[config.mk]
export PLATFORM = sky130hd
export DESIGN_NAME = cmd_wb_master
export DESIGN_NICKNAME = d
export VERILOG_FILES = /design/src/rtl/cmd_wb_master_pkg.sv /design/src/rtl/cmd_wb_master.sv
export SDC_FILE = /design/constraint.sdc
export NUM_CORES = 1
export LEC_CHECK = 0
export BUFFER_PORTS_ARGS = -buffer_cell sky130_fd_sc_hd__clkbuf_2
export CORE_MARGIN = 4
export CORE_UTILIZATION = 30
export CTS_BUF_LIST = sky130_fd_sc_hd__clkbuf_16
export DETAILED_ROUTE_END_ITERATION = 7
export SYNTH_ARGS = -nofsm -noshare
export SYNTH_HDL_FRONTEND = slang
export SYNTH_SLANG_ARGS = --single-unit
[constraint.sdc]
create_clock -name clk_i -period 1.7 [get_ports clk_i]
set_input_delay 0.085 -clock clk_i [delete_from_list [all_inputs] [get_ports clk_i]]
set_output_delay 0.085 -clock clk_i [all_outputs]
set_load 0.03 [all_outputs]
[src/rtl/cmd_wb_master_pkg.sv]
// cmd_wb_master_pkg
// Shared constants for the command-byte Wishbone master:
//   - status codes returned to the host after every command
//   - command byte field positions
//   - FSM state encodings
//   - a small decode helper for the reserved command bits
package cmd_wb_master_pkg;

  // Status codes sent back on the transmit path
  localparam logic [7:0] CMD_ST_OK      = 8'h00;
  localparam logic [7:0] CMD_ST_TIMEOUT = 8'h01;
  localparam logic [7:0] CMD_ST_BADCMD  = 8'h02;

  // Command byte layout: [7] write, [6:4] reserved (must be 0), [3:0] address
  localparam int CMD_WE_BIT  = 7;
  localparam int CMD_RSV_MSB = 6;
  localparam int CMD_RSV_LSB = 4;
  localparam int CMD_ADR_MSB = 3;
  localparam int CMD_ADR_LSB = 0;

  // FSM state encodings
  localparam logic [2:0] ST_IDLE      = 3'd0;
  localparam logic [2:0] ST_GET_DATA  = 3'd1;
  localparam logic [2:0] ST_WB_REQ    = 3'd2;
  localparam logic [2:0] ST_TX_STATUS = 3'd3;
  localparam logic [2:0] ST_TX_DATA   = 3'd4;

  // A command is malformed when any reserved bit is set
  function automatic logic cmd_is_bad(input logic [7:0] cmd);
    return cmd[CMD_RSV_MSB:CMD_RSV_LSB] != 3'b000;
  endfunction

endpackage

[src/rtl/cmd_wb_master.sv]
// cmd_wb_master
// Byte-stream command interpreter acting as the sole Wishbone master of the
// glitch register block. One command byte (plus one data byte for writes)
// produces one 8-bit bus cycle and a status byte (plus a data byte for
// successful reads) on the transmit path.
//
// Ports:
//   clk_i, rst_i            clock, asynchronous active-high reset
//   rx_data/valid/ready     incoming command/data byte stream
//   tx_data/valid/ready     outgoing status/data byte stream
//   adr_o, dat_o, dat_i,
//   we_o, stb_o, ack_i      Wishbone master signals (4-bit address space)
//   busy                    high whenever the FSM is not in IDLE
//
// Parameter:
//   TIMEOUT                 max stb_o cycles without ack_i (1..65535)
module cmd_wb_master
  import cmd_wb_master_pkg::*;
#(
  parameter int TIMEOUT = 255
) (
  input  logic       clk_i,
  input  logic       rst_i,
  input  logic [7:0] rx_data,
  input  logic       rx_valid,
  output logic       rx_ready,
  output logic [7:0] tx_data,
  output logic       tx_valid,
  input  logic       tx_ready,
  output logic [3:0] adr_o,
  output logic [7:0] dat_o,
  input  logic [7:0] dat_i,
  output logic       we_o,
  output logic       stb_o,
  input  logic       ack_i,
  output logic       busy
);

  localparam int CNT_W = $clog2(TIMEOUT + 1);
  localparam logic [CNT_W-1:0] CNT_MAX  = CNT_W'(TIMEOUT);
  // Value held during the final permitted stb_o cycle: a miss here
  // brings the count to TIMEOUT and aborts the transfer.
  localparam logic [CNT_W-1:0] CNT_LAST = CNT_W'(TIMEOUT - 1);

  logic [2:0]       state;
  logic [7:0]       status;
  logic [7:0]       rd_data;
  logic [CNT_W-1:0] to_cnt;

  // Counter saturates at TIMEOUT so it can never wrap back into range
  function automatic logic [CNT_W-1:0] sat_inc(input logic [CNT_W-1:0] v);
    return (v >= CNT_MAX) ? CNT_MAX : v + CNT_W'(1);
  endfunction

  // ---- control / datapath registers ----
  always_ff @(posedge clk_i or posedge rst_i) begin
    if (rst_i) begin
      state   <= ST_IDLE;
      adr_o   <= '0;
      dat_o   <= '0;
      we_o    <= 1'b0;
      rd_data <= '0;
      status  <= CMD_ST_OK;
      to_cnt  <= '0;
    end else begin
      case (state)
        ST_IDLE: begin
          if (rx_valid) begin
            if (cmd_is_bad(rx_data)) begin
              status <= CMD_ST_BADCMD;
              state  <= ST_TX_STATUS;
            end else begin
              adr_o  <= rx_data[CMD_ADR_MSB:CMD_ADR_LSB];
              we_o   <= rx_data[CMD_WE_BIT];
              to_cnt <= '0;
              state  <= rx_data[CMD_WE_BIT] ? ST_GET_DATA : ST_WB_REQ;
            end
          end
        end
        ST_GET_DATA: begin
          if (rx_valid) begin
            dat_o  <= rx_data;
            to_cnt <= '0;
            state  <= ST_WB_REQ;
          end
        end
        ST_WB_REQ: begin
          // ack_i takes priority over a simultaneous timeout
          if (ack_i) begin
            rd_data <= dat_i;
            status  <= CMD_ST_OK;
            state   <= ST_TX_STATUS;
          end else begin
            to_cnt <= sat_inc(to_cnt);
            if (to_cnt == CNT_LAST) begin
              status <= CMD_ST_TIMEOUT;
              state  <= ST_TX_STATUS;
            end
          end
        end
        ST_TX_STATUS: begin
          if (tx_ready)
            state <= (!we_o && status == CMD_ST_OK) ? ST_TX_DATA : ST_IDLE;
        end
        ST_TX_DATA: begin
          if (tx_ready)
            state <= ST_IDLE;
        end
        default: state <= ST_IDLE;
      endcase
    end
  end

  // ---- outputs decoded from registered state ----
  // Because the state register resets asynchronously, stb_o and tx_valid
  // drop in the same cycle rst_i rises.
  assign stb_o    = (state == ST_WB_REQ);
  assign tx_valid = (state == ST_TX_STATUS) || (state == ST_TX_DATA);
  assign rx_ready = (state == ST_IDLE) || (state == ST_GET_DATA);
  assign busy     = (state != ST_IDLE);
  assign tx_data  = (state == ST_TX_STATUS) ? status  :
                    (state == ST_TX_DATA)   ? rd_data : 8'h00;

endmodule

==> results of run 1 <==
[cells by family (layout without fill, tap and decap cells)]
family | count (synthesis) | count (layout) | share of synthesized area, %
compound gates | 31 | 31 | 12.2
fa+ha+maj | 2 | 2 | 1.47
buf+inv | 14 | 76 | 4.78
flops | 34 | 34 | 50.0
mux | 22 | 22 | 14.5
simple gates | 47 | 47 | 17.1
[state kept, by name, summed over array words and instances, names as in the netlist]
signal	flops
adr_o	4
we_o	1
to_cnt	8
state	3
dat_o	8
rd_data	8
status	2
[cells in the final DEF, fill, tap and decap left out, drive strengths merged, types with 4 or more instances in the layout]
master   n
nor2    10
nor3     4
dfrtp   34
clkbuf  46
and2     7
mux2    21
buf     18
nand3    6
nand2    7
a21oi    6
a22o     4
o21ai   11
inv      9
[metrics by stage]
step           utilization (%)  total power (W)  area, µm²  std cells  setup TNS, ns
2_1_floorplan                -          0.00258       1700        150              0
3_3_place_gp              37.0          0.00301       2040        270              0
3_5_place_dp              37.0          0.00303       2040        270              0
4_1_cts                   40.6          0.00402       2240        283              0
5_1_grt                   41.4          0.00432       2280        284        -0.0459
6_report                  41.4          0.00405       2280        284              0
[final cells by class]
| type | count | area share, % |
|---|---|---|
| flip-flops and latches | 34 | 37.5 |
| multi-input cells | 102 | 35.2 |
| repair buffers | 60 | 16.0 |
| clock buffers | 5 | 5.49 |
| well taps | 72 | 3.96 |
| inverters | 8 | 1.32 |
| clock inverters | 3 | 0.549 |
[metal layers]
layer | vias to the layer above | global-route usage [%]
li1 | 666 | -
met1 | 659 | 15.5
met2 | 39 | 17.5
met3 | 7 | 2.98
met4 | 0 | 4.46
met5 | - | 0
[cells in the mapped netlist (all sizes together) (2+ instances only)]
cell and instances:
nor3 4, a21oi 6, inv 8, or3 2, nand3 6, nand4 2, buf 6, a22o 4
mux2 21, a311oi 2, and2 7, o21ai 11, o21a 2, dfrtp 34, a31oi 2, ha 2
nor2 10, nand2 7, o22a 2
[worst max-delay path by stage]
stage,from,endpoint,slack (ns),cells after the start
after CTS,state[0],tx_valid,0.009,5
after global placement,state[2],dat_o[6],0.06,3
after floorplan,state[1],to_cnt[2],0.01,5
after global routing,state[1],tx_data[0],-0.01,5
final,state[0],state[0],0.04,5
after detailed placement,state[2],rd_data[5],0.10,3
[power breakdown]
group	switching [W]	leakage, nW	internal, W
Combinational	0.00104	0.587	0.000833
Sequential	0.000196	0.425	0.00113
Clock	0.000310	0.0724	0.000528
[critical path, stage by stage, from the launching register on]
cell and delay [ns]:
dfrtp_1 0.40, buf_6 0.13, buf_4 0.13, or4b_4 0.57, a21oi_1 0.15, o21ai_0 0.13
[timing repair]
action / CTS / global route
resized for setup: 7 / 12
hold endpoints to repair: 34 / 0
hold buffers: 1 / 0
buffers inserted: 4 / 1
setup endpoints to repair: 9 / 18
pin swaps: 0 / 1
==> impl_metrics.env, run 1 <==
export IMPL_wl_met3_um=229
export IMPL_cp_arrival_ns=1.79
export IMPL_synth_seq_cells=34
export IMPL_synth_edf_count=0
export IMPL_setup_violations=0
export IMPL_dr_max_layer_used="met4"
export IMPL_criticalPathCategory="reg -> reg"
export IMPL_diodes=0
export IMPL_hp_start="dat_i[2]"
export IMPL_rr_startpoint="state[0]"
export IMPL_grt_pass1_vias=1415
export IMPL_hold_path_class="in -> reg"
export IMPL_r2r_setup_slack_ns=0.04
export IMPL_clock_latency_ns=0.27
export IMPL_std_cell_rows=27
export IMPL_routed_wl_mm=3.67
export IMPL_numCtsBuffers=5
export IMPL_m1WireLength_mm=1.66
export IMPL_hold_violations=0
export IMPL_r2r_end="state[0]"
export IMPL_antenna_found_initial=0
export IMPL_drt_iter0_drc=46
export IMPL_areaGrowthSynthToFinish_pct=33.8
export IMPL_slew_headroom_pct=62.7
export IMPL_min_path_cells=2
export IMPL_synth_seq_area_share_pct=50.0
export IMPL_drt_vias_per_instance=4.83
export IMPL_num_vias=1371
export IMPL_pin_count=46
export IMPL_finalCritPeriodShare_pct=97.4
export IMPL_cp_end_kind="register"
export IMPL_place_ws_ns=0.101
export IMPL_cts_root_buf="clkbuf_16"
export IMPL_drc_errors=0
export IMPL_worstPathRequired_ns=1.83
export IMPL_status="complete, no violations"
export IMPL_slew_viol_final=0
export IMPL_maxCapViolCount=0
export IMPL_cts_tree="yes"
export IMPL_synth_fp_nets=173
export IMPL_power_per_cell_area_nw_per_um2=1780
export IMPL_worstPathMaxFanout=7
export IMPL_leakage_nw=1.08
export IMPL_cts_buffer_depth=2
export IMPL_seq_area_um2=853
export IMPL_fillers=535
export IMPL_worstMarginPinSlew_ns=0.555
export IMPL_nets=234
export IMPL_peakVddDrop_mv=0.977
export IMPL_synthArstFlopShare_pct=100
export IMPL_whs_ns=0.0383
export IMPL_grt_ovfl_total=0
export IMPL_min_period_ns=1.66
export IMPL_grtUsageTotal_pct=11.5
export IMPL_grt_pass1_wl_mm=6.61
export IMPL_fmax_mhz=604
export IMPL_ys_flop_type="dfrtp_1"
export IMPL_port_buffer_count=45
export IMPL_finalClockSkew_ns=0.00150
export IMPL_wl_met2_mm=1.71
export IMPL_fin_ws_ns=0.0441
export IMPL_worstRegToRegCells=5
export IMPL_clk_pin_slew_ns=0.05
export IMPL_routedWlPerCell_um=12.9
export IMPL_drt_pass1_iterations=4
export IMPL_syn_inst=150
export IMPL_clock_sinks=34
export IMPL_die_height_um=83.3
export IMPL_start_util_pct=30.9
export IMPL_ant_nets=0
export IMPL_place_congestion=0.786
export IMPL_synth_top_cell_area_share_pct=50.0
export IMPL_grt_max_degree=35
export IMPL_multi_input_area_um2=801
export IMPL_whs_endpoint="rd_data[2]"
export IMPL_avgSynthCellArea_um2=11.3
export IMPL_place_hpwl_mm=2.70
export IMPL_yosysUniqueCellTypes=36
export IMPL_syn_area_um2=1700
export IMPL_yosysTopAreaCell="dfrtp_1"
export IMPL_dieArea_um2=6940
export IMPL_yosysWarnings=0
export IMPL_die_x_um=83.3
export IMPL_coreArea_um2=5510
export IMPL_htreeDepth=2
export IMPL_drive_above_1_share_pct=46.7
export IMPL_crit_path_start_kind="register"
export IMPL_synth_area_leaders="dfrtp_1 (50%), mux2_2 (14%), o21ai_0 (3.2%)"
Note: power is estimated with default switching activity, not from simulation.
==> run 2: changes to the inputs <==
--- a/config.mk
+++ b/config.mk
@@ -10,6 +10,8 @@
 export CORE_UTILIZATION = 30
 export CTS_BUF_LIST = sky130_fd_sc_hd__clkbuf_16
 export DETAILED_ROUTE_END_ITERATION = 7
+export GPL_TIMING_DRIVEN = 1
+export PLACE_DENSITY = 0.5
 export SYNTH_ARGS = -nofsm -noshare
 export SYNTH_HDL_FRONTEND = slang
 export SYNTH_SLANG_ARGS = --single-unit
==> constraint.sdc (replaced) <==
create_clock -name clk_i -period 2 [get_ports clk_i]
set_input_delay 0.1 -clock clk_i [delete_from_list [all_inputs] [get_ports clk_i]]
set_output_delay 0.1 -clock clk_i [all_outputs]
set_load 0.03 [all_outputs]
==> impl_metrics.env, run 2 (synthesis results as in run 1) <==
export IMPL_status="complete, no violations"
export IMPL_grt_pass1_wl_mm=6.61
export IMPL_htreeDepth=2
export IMPL_drt_iter0_drc=60
export IMPL_crit_path_start_kind="register"
export IMPL_grt_ovfl_total=0
export IMPL_cp_end_kind="primary output"
export IMPL_drive_above_1_share_pct=43.1
export IMPL_grt_max_degree=35
export IMPL_whs_ns=0.0563
export IMPL_ant_nets=0
export IMPL_fmax_mhz=554
export IMPL_numCtsBuffers=5
export IMPL_rsz0062_at_grt="false"
export IMPL_num_vias=1283
export IMPL_cp_arrival_ns=1.70
export IMPL_antenna_found_initial=0
export IMPL_worstMarginPinSlew_ns=0.470
export IMPL_finalClockSkew_ns=0.00288
export IMPL_clock_sinks=34
export IMPL_coreArea_um2=5510
export IMPL_grt_pass1_vias=1344
export IMPL_finalCritPeriodShare_pct=90.2
export IMPL_place_ws_ns=0.293
export IMPL_cts_buffer_depth=2
export IMPL_die_x_um=83.3
export IMPL_port_buffer_count=45
export IMPL_worstPathMaxFanout=9
export IMPL_slew_headroom_pct=68.4
export IMPL_nets=226
export IMPL_clock_latency_ns=0.27
export IMPL_dieArea_um2=6940
export IMPL_criticalPathCategory="reg -> out"
export IMPL_drt_pass1_iterations=4
export IMPL_drc_errors=0
export IMPL_place_hpwl_mm=2.83
export IMPL_hold_path_class="in -> reg"
export IMPL_peakVddDrop_mv=0.749
export IMPL_routedWlPerCell_um=13.7
export IMPL_die_height_um=83.3
export IMPL_hold_violations=0
export IMPL_start_util_pct=30.9
export IMPL_place_congestion=0.794
export IMPL_mostFrequentLayoutCell="clkbuf_2"
export IMPL_diodes=0
export IMPL_leakage_nw=1.03
export IMPL_std_cell_rows=27
export IMPL_setup_violations=0
export IMPL_drt_vias_per_instance=4.65
export IMPL_min_period_ns=1.80
export IMPL_cts_tree="yes"
export IMPL_pin_count=46
export IMPL_reg_top3="dat_o (8), rd_data (8), to_cnt (8)"
export IMPL_areaGrowthSynthToFinish_pct=27.2
export IMPL_worstPathRequired_ns=1.90
export IMPL_routed_wl_mm=3.79
export IMPL_maxCapViolCount=0
export IMPL_final_cell_mix="clkbuf_2 (45), dfrtp_1 (34), mux2_2 (21)"
export IMPL_cts_root_buf="clkbuf_16"
export IMPL_clk_pin_slew_ns=0.05
export IMPL_power_per_cell_area_nw_per_um2=1500
export IMPL_fin_ws_ns=0.195
export IMPL_grtUsageTotal_pct=11.9
export IMPL_slew_viol_final=0
export IMPL_setup_tns_ns=0
export IMPL_ctsResizeCount=0
## run 2: worst paths after layout
kind,from,endpoint,slack (ns),cells after the start
hold reg to reg,rd_data[5],rd_data[5],0.50,1
hold / removal,dat_i[3],rd_data[3],0.06,2
setup reg to reg,state[0],dat_o[0],0.29,3
min in group asynchronous,rst_i,to_cnt[6],0.45,4
max in group asynchronous,rst_i,state[0],1.23,4
setup / recovery,state[2],tx_valid,0.20,4
## run 2: where the power goes
group | total [W] | internal [W] | switching [W] | leakage (nW)
Combinational | 0.00134 | 0.000557 | 0.000786 | 0.533
Sequential | 0.00119 | 0.000961 | 0.000232 | 0.427
Clock | 0.000722 | 0.000449 | 0.000272 | 0.0724
Total | 0.00326 | 0.00197 | 0.00129 | 1.03
## run 2: critical path, cell delays in order (launching register included)
cell	delay (ns)
dfrtp_1	0.52
and2b_2	0.27
and2_1	0.19
or2_2	0.27
clkbuf_2	0.18
## run 2: metrics by stage
| step | std cells | utilization (%) | total power [W] | cell area [µm²] |
|---|---|---|---|---|
| 6_report | 276 | 39.3 | 0.00326 | 2160 |
| 4_1_cts | 276 | 39.3 | 0.00330 | 2160 |
| 3_3_place_gp | 267 | 36.6 | 0.00255 | 2020 |
| 5_1_grt | 276 | 39.3 | 0.00348 | 2160 |
| 2_1_floorplan | 150 | - | 0.00219 | 1700 |
| 3_5_place_dp | 267 | 36.6 | 0.00256 | 2020 |
## run 2: final cells by class
type / instances / area (µm²)
fillers: 559 / 3340
flip-flops and latches: 34 / 851
multi-input cells: 102 / 776
repair buffers: 52 / 280
clock buffers: 5 / 125
well taps: 72 / 90.1
inverters: 8 / 30.0
clock inverters: 3 / 12.5
## run 2: repair_timing
item	CTS	global route
hold buffers	1	0
setup buffers	0	0
hold endpoints to repair	34	0
## run 2: layer usage
metal / vias to the layer above / wire length, µm / global-route usage (%)
met1: 606 / 1910 / 16.3
met2: 25 / 1710 / 17.5
met5: - / 0 / 0
met3: 4 / 134 / 3.67
li1: 648 / - / -
met4: 0 / 43 / 4.46
==> run 3: changes to the inputs <==
--- a/config.mk
+++ b/config.mk
@@ -12,6 +12,8 @@
 export DETAILED_ROUTE_END_ITERATION = 7
 export GPL_TIMING_DRIVEN = 1
 export PLACE_DENSITY = 0.5
+export REMOVE_ABC_BUFFERS = 1
+export SKIP_LAST_GASP = 1
 export SYNTH_ARGS = -nofsm -noshare
 export SYNTH_HDL_FRONTEND = slang
 export SYNTH_SLANG_ARGS = --single-unit
==> impl_metrics.env, run 3 (synthesis results as in run 1) <==
export IMPL_criticalPathCategory="reg -> out"
export IMPL_grt_ovfl_total=0
export IMPL_cp_top_family="simple AND/OR/NAND/NOR gates"
export IMPL_slew_headroom_pct=70.1
export IMPL_multi_input_area_um2=776
export IMPL_cts_root_buf="clkbuf_16"
export IMPL_clock_latency_ns=0.27
export IMPL_grt_pass1_vias=1326
export IMPL_routed_wl_mm=3.73
export IMPL_numCtsBuffers=5
export IMPL_start_util_pct=30.9
export IMPL_peakVddDrop_mv=0.777
export IMPL_ctsResizeCount=0
export IMPL_fmax_mhz=550
export IMPL_dp_cells=267
export IMPL_drc_errors=0
export IMPL_seq_area_um2=851
export IMPL_cts_tree="yes"
export IMPL_status="complete, no violations"
export IMPL_worstPathRequired_ns=1.90
export IMPL_cts_buffer_depth=2
export IMPL_drive_above_1_share_pct=43.1
export IMPL_power_per_cell_area_nw_per_um2=1500
export IMPL_port_buffer_count=45
export IMPL_cts_hold_buf=1
export IMPL_htreeDepth=2
export IMPL_cp_end_kind="primary output"
export IMPL_crit_path_start_kind="register"
export IMPL_whs_ns=0.0541
export IMPL_nets=226
export IMPL_setup_violations=0
export IMPL_die_x_um=83.3
export IMPL_hold_path_class="in -> reg"
export IMPL_coreArea_um2=5510
export IMPL_postCtsSetupRepairBufs=0
export IMPL_grtUsageTotal_pct=11.7
export IMPL_cp_arrival_ns=1.72
export IMPL_clk_pin_slew_ns=0.05
export IMPL_place_ws_ns=0.325
export IMPL_num_vias=1306
export IMPL_drt_pass1_iterations=4
export IMPL_setup_tns_ns=0
export IMPL_std_cell_rows=27
export IMPL_grt_busiest_layer="met2"
export IMPL_grt_use_met2_pct=17.9
export IMPL_die_height_um=83.3
export IMPL_ant_nets=0
export IMPL_rsz0062_at_grt="false"
export IMPL_diodes=0
export IMPL_grt_use_met3_pct=3.77
export IMPL_clock_sinks=34
export IMPL_use_met1_pct=15.8
export IMPL_grt_max_degree=35
export IMPL_worst_path_buf_inv=1
export IMPL_hold_violations=0
export IMPL_cpMaxStageDelayCell="dfrtp_1"
export IMPL_layout_cells_non_filler=276
export IMPL_areaGrowthSynthToFinish_pct=27.2
export IMPL_grt_pass1_wl_mm=6.62
export IMPL_place_congestion=0.800
export IMPL_final_cell_mix="clkbuf_2 (45), dfrtp_1 (34), mux2_2 (21)"
export IMPL_fillers=551
export IMPL_crit_path_cell_trace="and2b_2 > and2_1 > or2_2 > clkbuf_2"
export IMPL_routedWlPerCell_um=13.5
export IMPL_worstPathMaxFanout=9
export IMPL_min_period_ns=1.82
export IMPL_antenna_found_initial=0
export IMPL_mostFrequentLayoutCell="clkbuf_2"
export IMPL_slowest_delay_ns=0.52
export IMPL_drt_iter0_drc=27
export IMPL_slew_viol_final=0
export IMPL_maxCapViolCount=0
export IMPL_pin_count=46
export IMPL_place_hpwl_mm=2.75
export IMPL_leakage_nw=1.03
export IMPL_dieArea_um2=6940
export IMPL_reg_top3="dat_o (8), rd_data (8), to_cnt (8)"
export IMPL_worstMarginPinSlew_ns=0.448
export IMPL_report_power_total_w=0.00324
export IMPL_finalClockSkew_ns=0.00527
export IMPL_drt_vias_per_instance=4.73
export IMPL_finalCritPeriodShare_pct=90.8
export IMPL_fin_ws_ns=0.183
run 3: cell counts in the layout (fill, tap and decap cells not counted):
No cell type changed its count.
run 3: final timing paths:
| check | startpoint | depth (start not counted) | endpoint | slack [ns] |
|---|---|---|---|---|
| setup / recovery | state[2] | 4 | tx_valid | 0.18 |
| hold / removal | dat_i[6] | 2 | rd_data[6] | 0.05 |
| setup reg to reg | state[1] | 3 | adr_o[3] | 0.32 |
| hold reg to reg | rd_data[2] | 1 | rd_data[2] | 0.50 |
| max in group asynchronous | rst_i | 4 | dat_o[7] | 1.23 |
| min in group asynchronous | rst_i | 4 | adr_o[3] | 0.45 |
run 3: where the power goes:
group	internal, W	switching (W)
Sequential	0.000961	0.000225
Clock	0.000449	0.000270
Combinational	0.000556	0.000779
run 3: stage by stage:
stage               utilization [%]  cell area (µm²)
floorplan                         -             1650
global placement               36.6             2020
detailed placement             36.6             2020
CTS                            39.3             2160
global route                   39.3             2160
finish                         39.3             2160
run 3: final cells by class:
class | instances | share of cell area (%)
clock inverters | 3 | 0.578
multi-input cells | 102 | 35.8
well taps | 72 | 4.16
inverters | 8 | 1.39
clock buffers | 5 | 5.78
flip-flops and latches | 34 | 39.3
repair buffers | 52 | 12.9
run 3: worst reg2reg max path, cell delays in order (launching register included):
cell,delay (ns)
dfrtp_1,0.52
nor3_1,0.37
nand3_1,0.32
mux2_2,0.36
run 3: routing by layer:
layer / wire (µm) / vias up
met1: 1760 / 637
met2: 1830 / 20
met5: 0 / -
met4: 23 / 0
met3: 117 / 2
li1: - / 647
